[config.mk]
export PLATFORM = sky130hd
export DESIGN_NAME = spi_shift_engine
export DESIGN_NICKNAME = d
export VERILOG_FILES = /design/src/rtl/spi_pkg.sv /design/src/rtl/spi_shift_engine.sv
export SDC_FILE = /design/constraint.sdc
export NUM_CORES = 1
export LEC_CHECK = 0
export CORE_ASPECT_RATIO = 0.6
export CORE_MARGIN = 5
export CORE_UTILIZATION = 40
export CTS_CLUSTER_DIAMETER = 40
export DETAILED_ROUTE_END_ITERATION = 7
export PLACE_DENSITY = 0.67
export SETUP_SLACK_MARGIN = 0.15
export SLEW_MARGIN = 0
export SYNTH_ARGS = -nofsm -noshare
export SYNTH_HDL_FRONTEND = slang
export SYNTH_SLANG_ARGS = --single-unit
[constraint.sdc]
create_clock -name i_clk -period 4.2 [get_ports i_clk]
set_clock_uncertainty 0.1 [all_clocks]
set_input_delay 0.84 -clock i_clk [delete_from_list [all_inputs] [get_ports i_clk]]
set_output_delay 0.84 -clock i_clk [all_outputs]
set_load 0.02 [all_outputs]
[src/rtl/spi_pkg.sv]
`timescale 1ns/1ps
`default_nettype none
// ============================================================================
// Module      : spi_pkg
// Description : Shared SPI definitions: engine state encoding, transfer
//               widths and the {cpol,cpha} mode encoding also used by
//               spi_clock_generator.
// Revision    : 1.0 - initial release
// ============================================================================
package spi_pkg;

    localparam int SPI_DATA_W = 8;
    localparam int SPI_CNT_W  = 4;

    typedef enum logic [0:0] {
        ST_IDLE   = 1'b0,
        ST_ACTIVE = 1'b1
    } spi_state_e;

    // Mode number is {cpol,cpha}
    typedef enum logic [1:0] {
        SPI_MODE0 = 2'b00,
        SPI_MODE1 = 2'b01,
        SPI_MODE2 = 2'b10,
        SPI_MODE3 = 2'b11
    } spi_mode_e;

endpackage : spi_pkg
`default_nettype wire

[src/rtl/spi_shift_engine.sv]
`timescale 1ns/1ps
`default_nettype none
// ============================================================================
// Module      : spi_shift_engine
// Description : Byte-wide SPI master shift engine. Consumes the clock
//               generator's SCLK level and sample/setup strobes, serialises
//               the TX byte onto MOSI, deserialises MISO, and raises the
//               SPIF/WCOL status flags. The generator is held in reset while
//               idle so every transfer starts phase-aligned.
// Revision    : 1.0 - initial release
// ============================================================================
module spi_shift_engine
    import spi_pkg::*;
#(
    parameter int DATA_W = SPI_DATA_W
) (
    input  logic              i_clk,
    input  logic              i_reset,
    input  logic              i_mstr,
    input  logic              i_cpol,
    input  logic              i_cpha,
    input  logic              i_lsbfe,
    input  logic              i_start,
    input  logic [DATA_W-1:0] i_tx_data,
    input  logic              i_spif_clear,
    input  logic              i_sclk,
    input  logic              i_sample,
    input  logic              i_setup,
    input  logic              i_miso,
    output logic              o_gen_reset,
    output logic              o_sclk_pin,
    output logic              o_mosi,
    output logic              o_ss_n,
    output logic              o_busy,
    output logic [DATA_W-1:0] o_rx_data,
    output logic              o_done,
    output logic              o_spif,
    output logic              o_wcol
);

    localparam logic [SPI_CNT_W-1:0] c_last_bit = SPI_CNT_W'(DATA_W - 1);
    localparam logic [SPI_CNT_W-1:0] c_all_bits = SPI_CNT_W'(DATA_W);

    spi_state_e            r_state;
    logic                  r_cpol;
    logic                  r_cpha;
    logic                  r_lsbfe;
    logic [DATA_W-1:0]     r_tx_sr;
    logic [DATA_W-1:0]     r_rx_sr;
    logic [SPI_CNT_W-1:0]  r_cnt;
    logic [DATA_W-1:0]     r_rx_data;
    logic                  r_done;
    logic                  r_spif;
    logic                  r_wcol;
    logic                  r_miso_meta;
    logic                  r_miso_sync;

    logic                  w_active;
    logic [DATA_W-1:0]     w_rx_next;
    logic [DATA_W-1:0]     w_tx_next;

    assign w_active  = (r_state == ST_ACTIVE);
    // RX fills from the end opposite to the one TX drains, keeping bit order
    assign w_rx_next = r_lsbfe ? {r_miso_sync, r_rx_sr[DATA_W-1:1]}
                               : {r_rx_sr[DATA_W-2:0], r_miso_sync};
    assign w_tx_next = r_lsbfe ? {1'b0, r_tx_sr[DATA_W-1:1]}
                               : {r_tx_sr[DATA_W-2:0], 1'b0};

    assign o_gen_reset = ~w_active;
    assign o_ss_n      = ~w_active;
    assign o_busy      = w_active;
    assign o_sclk_pin  = w_active ? (i_sclk ^ r_cpol) : i_cpol;
    assign o_mosi      = w_active & (r_lsbfe ? r_tx_sr[0] : r_tx_sr[DATA_W-1]);
    assign o_rx_data   = r_rx_data;
    assign o_done      = r_done;
    assign o_spif      = r_spif;
    assign o_wcol      = r_wcol;

    // Two-flop synchroniser for the asynchronous MISO input
    always_ff @(posedge i_clk) begin
        if (i_reset) begin
            r_miso_meta <= 1'b0;
            r_miso_sync <= 1'b0;
        end else begin
            r_miso_meta <= i_miso;
            r_miso_sync <= r_miso_meta;
        end
    end

    // Transfer FSM: shift registers, bit counter, completion and status flags
    always_ff @(posedge i_clk) begin
        if (i_reset) begin
            r_state   <= ST_IDLE;
            r_cpol    <= 1'b0;
            r_cpha    <= 1'b0;
            r_lsbfe   <= 1'b0;
            r_tx_sr   <= '0;
            r_rx_sr   <= '0;
            r_cnt     <= '0;
            r_rx_data <= '0;
            r_done    <= 1'b0;
            r_spif    <= 1'b0;
            r_wcol    <= 1'b0;
        end else begin
            r_done <= 1'b0;
            // Clear first so a same-cycle set below takes priority
            if (i_spif_clear) begin
                r_spif <= 1'b0;
                r_wcol <= 1'b0;
            end
            case (r_state)
                ST_IDLE: begin
                    if (i_start && i_mstr) begin
                        if (r_done) begin
                            // Completion cycle still counts as busy for writes
                            r_wcol <= 1'b1;
                        end else begin
                            r_state <= ST_ACTIVE;
                            r_tx_sr <= i_tx_data;
                            r_rx_sr <= '0;
                            r_cnt   <= '0;
                            r_cpol  <= i_cpol;
                            r_cpha  <= i_cpha;
                            r_lsbfe <= i_lsbfe;
                        end
                    end
                end
                ST_ACTIVE: begin
                    if (i_start && i_mstr) begin
                        r_wcol <= 1'b1;
                    end
                    if (i_sample) begin
                        r_rx_sr <= w_rx_next;
                        r_cnt   <= r_cnt + 1'b1;
                        // CPHA=1 ends on the last sample, including that bit
                        if (r_cpha && (r_cnt == c_last_bit)) begin
                            r_rx_data <= w_rx_next;
                            r_done    <= 1'b1;
                            r_spif    <= 1'b1;
                            r_state   <= ST_IDLE;
                        end
                    end else if (i_setup) begin
                        if (!r_cpha && (r_cnt == c_all_bits)) begin
                            // CPHA=0 ends on the trailing edge back to idle
                            r_rx_data <= r_rx_sr;
                            r_done    <= 1'b1;
                            r_spif    <= 1'b1;
                            r_state   <= ST_IDLE;
                        end else if ((r_cnt != '0) && (r_cnt < c_all_bits)) begin
                            // Count 0 is the CPHA=1 leading edge: bit 0 already out
                            r_tx_sr <= w_tx_next;
                        end
                    end
                end
                default: r_state <= ST_IDLE;
            endcase
        end
    end

endmodule : spi_shift_engine
`default_nettype wire

==> impl_metrics.tcl, run 1 <==
set metrics [dict create \
    final_nets 274 \
    whs_ns 0.3425 \
    period_minus_slack_ns 3.073 \
    ios 36 \
    syn_to_final_growth_pct 23.33 \
    setup_tns_ns 0 \
    p_comb_share_pct 13.6 \
    crit_path_frequent_cell "clkdlybuf4s50_1" \
    cts_setup_buffers 0 \
    p_clk_share_pct 34.7 \
    internal_power_w 0.0005351 \
    arrival_ns 2.13 \
    rsz0062_at_grt "no" \
    cts_buffers 5 \
    cp-end-kind "primary output" \
    max_stage_delay_ns 0.61 \
    gp_congestion 0.7945 \
    overflow 0 \
    fin_crit_sh_pct 73.18 \
    yosysSeqAreaShare_pct 39.57 \
    fp.dieW_um 98.31 \
    syn_nets 247 \
    switching_share_pct 25.09 \
    critPathTopFamily "buffers and inverters" \
    maxSlewHeadroom_pct 26.55 \
    worstPathMaxFanout 1 \
    clockBufferDepth 2 \
    grt_max_degree 35 \
    drv_slew 0 \
    viasPerCell 5.213 \
    grt.total_usage_pct 14.47 \
    dr.pass1.iters 4 \
    seqPwrFrac_pct 51.7 \
    dpl.hpwl_mm 3.035 \
    io_buffers 35 \
    vias 1642 \
    clk_pin_slew_ns 0.07 \
    hold_path.class "reg -> reg" \
    fmax_mhz 325.4 \
    cts.sinks 37 \
    synth-seq-cells 37 \
    syn-cell-area_um2 1872 \
    crit_chain "clkdlybuf4s50_1, xnor2_1, a21oi_1, clkdlybuf4s50_1" \
    tightest_slew_ns 1.098 \
    antenna_found_initial 0 \
    htree_levels 2 \
    path_class "in -> out" \
    cts_tree "built" \
    insertion_delay_ns 0.29 \
    setup_viol 0 \
    switchingPower_w 0.0001792 \
    mostFrequentLayoutCells "dfxtp_1 (37), clkdlybuf4s50_1 (35), nor2_1 (29), a21oi_1 (18), nand2_1 (17)" \
    first_iter_violations 111 \
    layout_commonest_cell "dfxtp_1" \
    die_h_um 62.99 \
    r2r_start "o_busy" \
    synth-async-reset-ratio_pct 0 \
    ant_nets 0 \
    syn_avg_cell_area_um2 8.319 \
    drive_gt1_share_pct 4.762 \
    syn_inst 225 \
    startpoint_type "input pin" \
    synth.distinct_cells 33 \
    totalWireLength_mm 4.282 \
    cts_resized 0 \
    cp.buffers_inverters 2 \
    root_buffer "clkbuf_8" \
    grt_pass1_vias 1501 \
    hold_viol 0 \
    worstHoldStart "r_miso_meta" \
    maxCapViolCount 0 \
    synthFlopType "dfxtp_1" \
    crit_slowest_cell "clkdlybuf4s50_1" \
    start_util_pct 41.22 \
    status "finished, final reports clean" \
    wire_per_inst_um 13.59 \
    synth_edf_count 0 \
    ir_drop_mv 0.1087 \
    p_leak_nw 0.7291 \
    die_area_um2 6192 \
    required_ns 3.26 \
    core_area_um2 4541 \
    power_density_nw_per_um2 309.4 \
    rows 19 \
    antenna_cells 0 \
    drcViolationCount 0 \
    grt_pass1_wl_mm 7.320 \
    holdBufCountCts 0 \
    worstSetupStartpoint "i_sclk" \
    yosys_warnings 0 \
]
-- worst register-to-register path, delay by kind of cell (launching register included) --
kind,cells,cell delay (ns)
xor+xnor,1,0.14
buf+inv,1,0.34
flops,1,0.68
simple gates,3,0.71
-- area by class of cell --
| type | count | area, um2 |
|---|---|---|
| Timing Repair Buffer | 39 | 380.4 |
| Fill cell | 424 | 2232 |
| Sequential cell | 37 | 740.7 |
| Multi-Input combinational cell | 166 | 1011 |
| Clock buffer | 7 | 86.33 |
| Inverter | 3 | 11.26 |
| Tap cell | 63 | 78.83 |
-- path summary, 6_finish.rpt --
kind,end,slack [ns],cells past startpoint
worst max-delay path,o_sclk_pin,1.13,4
worst max register to register,r_cnt[3],2.08,5
worst min-delay path,r_miso_sync,0.34,1
worst min register to register,r_miso_sync,0.34,1
-- state kept, by name (all words and copies together), names as in the netlist, 4 cells and up --
register,flops
r_cnt,4
o_rx_data,8
r_tx_sr,8
r_rx_sr,8
-- power by group through the flow --
stage               combinational (W)  sequential (W)  clock [W]
detailed placement          0.0000968        0.000377          0
CTS                         0.0000972        0.000369   0.000257
finish                      0.0000969        0.000369   0.000248
global placement            0.0000956        0.000377          0
floorplan                   0.0000661        0.000373          0
global route                 0.000107        0.000370   0.000272
-- cells in the mapped netlist (all sizes together), types with 6 or more instances --
master	instances	area (um2)
a211oi	8	60.06
nand2b	12	75.07
buf	16	97.59
mux2i	15	150.1
dfxtp	37	740.7
o2111ai	6	52.55
a31oi	8	50.05
nand2	17	63.81
nor2	29	108.9
nand3	14	70.07
o21ai	15	86.34
a21oi	18	90.09
-- cells by family after synthesis --
group / synth area share (%)
and+or+nand+nor: 22.66
AOI/OAI and AO/OA: 20.59
DFF: 39.57
buffers and inverters: 6.417
muxes: 8.021
xor gates and xnor gates: 1.404
adders and majority gates: 1.337
-- through the flow --
step / std cells / utilization [%] / area [um2] / power (W) / setup slack [ns]
4_1_cts: 315 / 50.84 / 2308 / 0.0007227 / 1.119
6_report: 315 / 50.84 / 2308 / 0.0007143 / 1.127
3_5_place_dp: 308 / 48.94 / 2222 / 0.0004738 / 1.125
5_1_grt: 315 / 50.84 / 2308 / 0.0007493 / 1.060
2_1_floorplan: 225 / - / 1872 / 0.0004391 / 1.821
3_3_place_gp: 308 / 48.94 / 2222 / 0.0004724 / 1.138
-- metal layers --
metal	vias up	part of all wire, %	track usage (%)
met1	737	55	22.47
li1	853	-	-
met5	-	0	0
met2	49	38	18.10
met3	3	6.5	4.125
met4	0	0.70	5.622
No activity file was read; power rests on OpenSTA's default activity.
==> run 2: changes to the inputs <==
- PLACE_DENSITY: 0.67 -> 0.7
- clock period: 4.2 -> 2.5 ns (I/O delays scaled with it)
==> impl_metrics.tcl, run 2 (synthesis results as in run 1) <==
set metrics [dict create \
    start_util_pct 41.22 \
    ios 36 \
    setup_viol 0 \
    dpl.hpwl_mm 3.191 \
    grt_pass1_vias 1541 \
    path_class "reg -> out" \
    vias 1649 \
    io_buffers 35 \
    core_area_um2 4541 \
    rsz0062_at_grt "no" \
    final_core_util_pct 52.66 \
    hold_viol 0 \
    totalWireLength_mm 4.478 \
    viasPerCell 5.105 \
    mostFrequentLayoutCells "dfxtp_1 (36), clkdlybuf4s50_1 (34), nor2_1 (29), a21oi_1 (18), nand2_1 (17)" \
    maxSlewHeadroom_pct 55.36 \
    max_stage_delay_ns 0.61 \
    layout_commonest_cell "dfxtp_1" \
    clockBufferDepth 2 \
    antenna_cells 0 \
    fmax_mhz 448.5 \
    p_leak_nw 0.7782 \
    htree_levels 2 \
    maxCapViolCount 0 \
    cts_tree "built" \
    drive_gt1_share_pct 8.077 \
    clk_pin_slew_ns 0.08 \
    tightest_slew_ns 0.6675 \
    nFillCells 446 \
    cp-end-kind "primary output" \
    period_minus_slack_ns 2.230 \
    crit_chain "inv_1, nor2_1, clkdlybuf4s50_1" \
    hold_path.class "reg -> reg" \
    dr.pass1.iters 4 \
    arrival_ns 1.63 \
    cts.sinks 37 \
    ant_nets 0 \
    status "finished, final reports clean" \
    die_h_um 62.99 \
    fin_crit_sh_pct 89.19 \
    final_cell_area_um2 2391 \
    drcViolationCount 0 \
    worstPathMaxFanout 13 \
    grt_pass1_wl_mm 7.569 \
    final_nets 281 \
    fp.dieW_um 98.31 \
    holdBufCountCts 0 \
    syn_to_final_growth_pct 27.74 \
    wire_per_inst_um 13.86 \
    rows 19 \
    power_density_nw_per_um2 555.0 \
    gp_congestion 0.7951 \
    overflow 0 \
    required_ns 1.90 \
    crit_slowest_cell "clkdlybuf4s50_1" \
    ir_drop_mv 0.2715 \
    setup_tns_ns 0 \
    whs_ns 0.3379 \
    cts_buffers 5 \
    grt_max_degree 22 \
    placed_cell_area_um2 2275 \
    root_buffer "clkbuf_8" \
    drv_slew 0 \
    startpoint_type "register" \
    grt.total_usage_pct 15.05 \
    antenna_found_initial 0 \
    die_area_um2 6192 \
    first_iter_violations 150 \
    insertion_delay_ns 0.29 \
]
[run 2: cell count changes in the layout (fill, tap and decap cells not counted), sizes merged]
cell	before	now
bufinv	0	1
dlygate4sd2	0	1
clkdlybuf4s50	35	34
buf	4	11
[run 2: path summary, 6_finish.rpt]
path | from | endpoint | slack [ns] | depth (start not counted)
setup reg to reg | o_busy | r_tx_sr[0] | 0.79 | 5
hold reg to reg | r_miso_meta | r_miso_sync | 0.34 | 1
hold / removal | r_miso_meta | r_miso_sync | 0.34 | 1
setup / recovery | o_busy | o_mosi | 0.27 | 3
[run 2: cell type report]
type	instances	area, um2	area share, %
inverters	3	11.26	0.4710
repair buffers	46	431.7	18.05
clock buffers	7	86.33	3.611
flip-flops and latches	37	742.0	31.03
clock inverters	1	30.03	1.256
multi-input cells	166	1011	42.28
well taps	63	78.83	3.297
[run 2: metrics by stage]
step / total power, W / setup slack (ns) / instances
after detailed placement: 0.0008056 / 0.1018 / 315
after CTS: 0.001344 / 0.2579 / 323
after floorplan: 0.0007376 / 0.4614 / 225
final: 0.001327 / 0.2702 / 323
after global routing: 0.001386 / 0.1523 / 323
after global placement: 0.0008038 / 0.1092 / 315
[run 2: worst max-delay path: cells and delay by family, from the launching register on]
kind,cells,cell delay (ns)
AND/OR/NAND/NOR,1,0.13
buffers and inverters,2,0.76
flip-flops,1,0.44
[run 2: routing by layer]
layer / GRT usage (%) / share of wire [%] / vias to the layer above
met1: 23.87 / 56 / 741
met5: 0 / 0 / -
met2: 18.86 / 37 / 42
met4: 4.600 / 0.94 / 0
met3: 4.236 / 6.3 / 4
li1: - / - / 862
[run 2: repair_timing]
action | 4_1_cts | 5_1_grt
gates resized for setup | 2 | 0
buffers inserted | 0 | 0
setup endpoints to repair | 2 | 0
[run 2: power by group]
part | switching [W] | internal [W] | total, W
Clock | 0.000209 | 0.000325 | 0.000534
Combinational | 0.0000918 | 0.0000823 | 0.000174
Sequential | 0.0000146 | 0.000604 | 0.000619
Total | 0.000315 | 0.00101 | 0.00133
==> run 3: changes to the inputs <==
- CORE_UTILIZATION: 40 -> 55
- MAX_ROUTING_LAYER: unset -> met4
- PLACE_DENSITY: 0.7 -> 0.87
- clock period: 2.5 -> 2.9 ns (I/O delays scaled with it)
==> impl_metrics.tcl, run 3 (synthesis results as in run 1) <==
set metrics [dict create \
    ir_drop_mv 0.2998 \
    grtUsageMet1_pct 28.55 \
    r2r-end "r_tx_sr[7]" \
    fp.dieW_um 85.32 \
    drcViolationCount 0 \
    clk_pin_slew_ns 0.07 \
    rsz0062_at_grt "no" \
    first_iter_violations 151 \
    power_density_nw_per_um2 453.5 \
    drv_slew 0 \
    drive_gt1_share_pct 7.722 \
    setup_tns_ns 0 \
    layout_commonest_cell "dfxtp_1" \
    grt.total_usage_pct 21.08 \
    rr_worst_depth 5 \
    cts_resized 0 \
    mostFrequentLayoutCells "dfxtp_1 (37), clkdlybuf4s50_1 (35), nor2_1 (29), a21oi_1 (18), nand2_1 (17)" \
    dr.pass1.iters 4 \
    p_leak_nw 0.7651 \
    fin_crit_sh_pct 89.98 \
    grt_pass1_wl_mm 7.362 \
    die_area_um2 4709 \
    period_minus_slack_ns 2.609 \
    arrival_ns 1.93 \
    gp_congestion 0.8284 \
    met3_usage_pct 5.178 \
    cp-end-kind "primary output" \
    setup_viol 0 \
    ant_nets 0 \
    fmax_mhz 383.2 \
    antenna_cells 0 \
    holdBufCountCts 0 \
    maxCapViolCount 0 \
    grt_max_degree 25 \
    totalWireLength_mm 4.426 \
    status "finished, final reports clean" \
    cts_setup_buffers 0 \
    cts_buffers 5 \
    met2_usage_pct 30.54 \
    path_class "in -> out" \
    cts.sinks 37 \
    antenna_found_initial 0 \
    core_area_um2 3263 \
    grt_busiest_layer "met2" \
    dpl.hpwl_mm 3.160 \
    start_util_pct 57.36 \
    whs_ns 0.3476 \
    min_to "r_miso_sync" \
    reg2reg_slack_ns 1.12 \
    cts_tree "built" \
    hold_path.class "reg -> reg" \
    final_nets 280 \
    r2r_start "o_busy" \
    maxSlewHeadroom_pct 47.28 \
    clockBufferDepth 2 \
    insertion_delay_ns 0.29 \
    root_buffer "clkbuf_8" \
    nFillCells 263 \
    required_ns 2.22 \
    die_h_um 55.19 \
    io_buffers 35 \
    syn_to_final_growth_pct 25.07 \
    worstHoldStart "r_miso_meta" \
    viasPerCell 5.566 \
    htree_levels 2 \
    ios 36 \
    tightest_slew_ns 0.7883 \
    rows 16 \
    hold_path_depth 1 \
    worstPathMaxFanout 1 \
    overflow 0 \
    hold_viol 0 \
    startpoint_type "input pin" \
    wire_per_inst_um 14.56 \
    grt_pass1_vias 1544 \
    vias 1692 \
]
## run 3: worst max path at each step
stage               cells past startpoint    endpoint  slack [ns]  startpoint
floorplan                               5  o_sclk_pin        0.78      o_busy
global placement                        4  o_sclk_pin        0.36      i_sclk
detailed placement                      4  o_sclk_pin        0.30      i_sclk
CTS                                     4  o_sclk_pin        0.29      i_sclk
global route                            4  o_sclk_pin        0.26      i_sclk
finish                                  4  o_sclk_pin        0.29      i_sclk
## run 3: metrics by stage
step | area (um2) | setup slack [ns] | std cells | power (W) | utilization, %
finish | 2341 | 0.2907 | 304 | 0.001062 | 71.74
global route | 2341 | 0.2624 | 304 | 0.001101 | 71.74
CTS | 2341 | 0.2911 | 304 | 0.001066 | 71.74
detailed placement | 2245 | 0.3009 | 296 | 0.0006928 | 68.79
global placement | 2245 | 0.3559 | 296 | 0.0006887 | 68.79
floorplan | 1872 | 0.7814 | 225 | 0.0006359 | -
## run 3: area by class of cell
| cell class | instances | area [um2] | area share (%) |
|---|---|---|---|
| flip-flops and latches | 37 | 740.7 | 31.64 |
| inverters | 3 | 11.26 | 0.4810 |
| well taps | 45 | 56.30 | 2.405 |
| clock buffers | 6 | 82.58 | 3.528 |
| multi-input cells | 166 | 1011 | 43.19 |
| clock inverters | 2 | 13.76 | 0.5879 |
| repair buffers | 45 | 425.4 | 18.17 |
## run 3: layer usage
metal  vias up  wire [um]  share of wire, %
met5         -          0                 0
met3         7        372               8.4
met2        62       1783                40
met1       754       2209                50
met4         0         60               1.4
li1        869          -                 -
## run 3: worst max-delay path, stage by stage
cell and delay (ns):
clkdlybuf4s50_1 0.42, xnor2_1 0.13, a21oi_1 0.17, clkdlybuf4s50_1 0.62
## run 3: power breakdown
part / switching [W] / leakage, nW / internal, W
registers: 0.0000118 / 0.300 / 0.000521
clock network: 0.000185 / 0.0512 / 0.000192
logic: 0.0000803 / 0.414 / 0.0000709
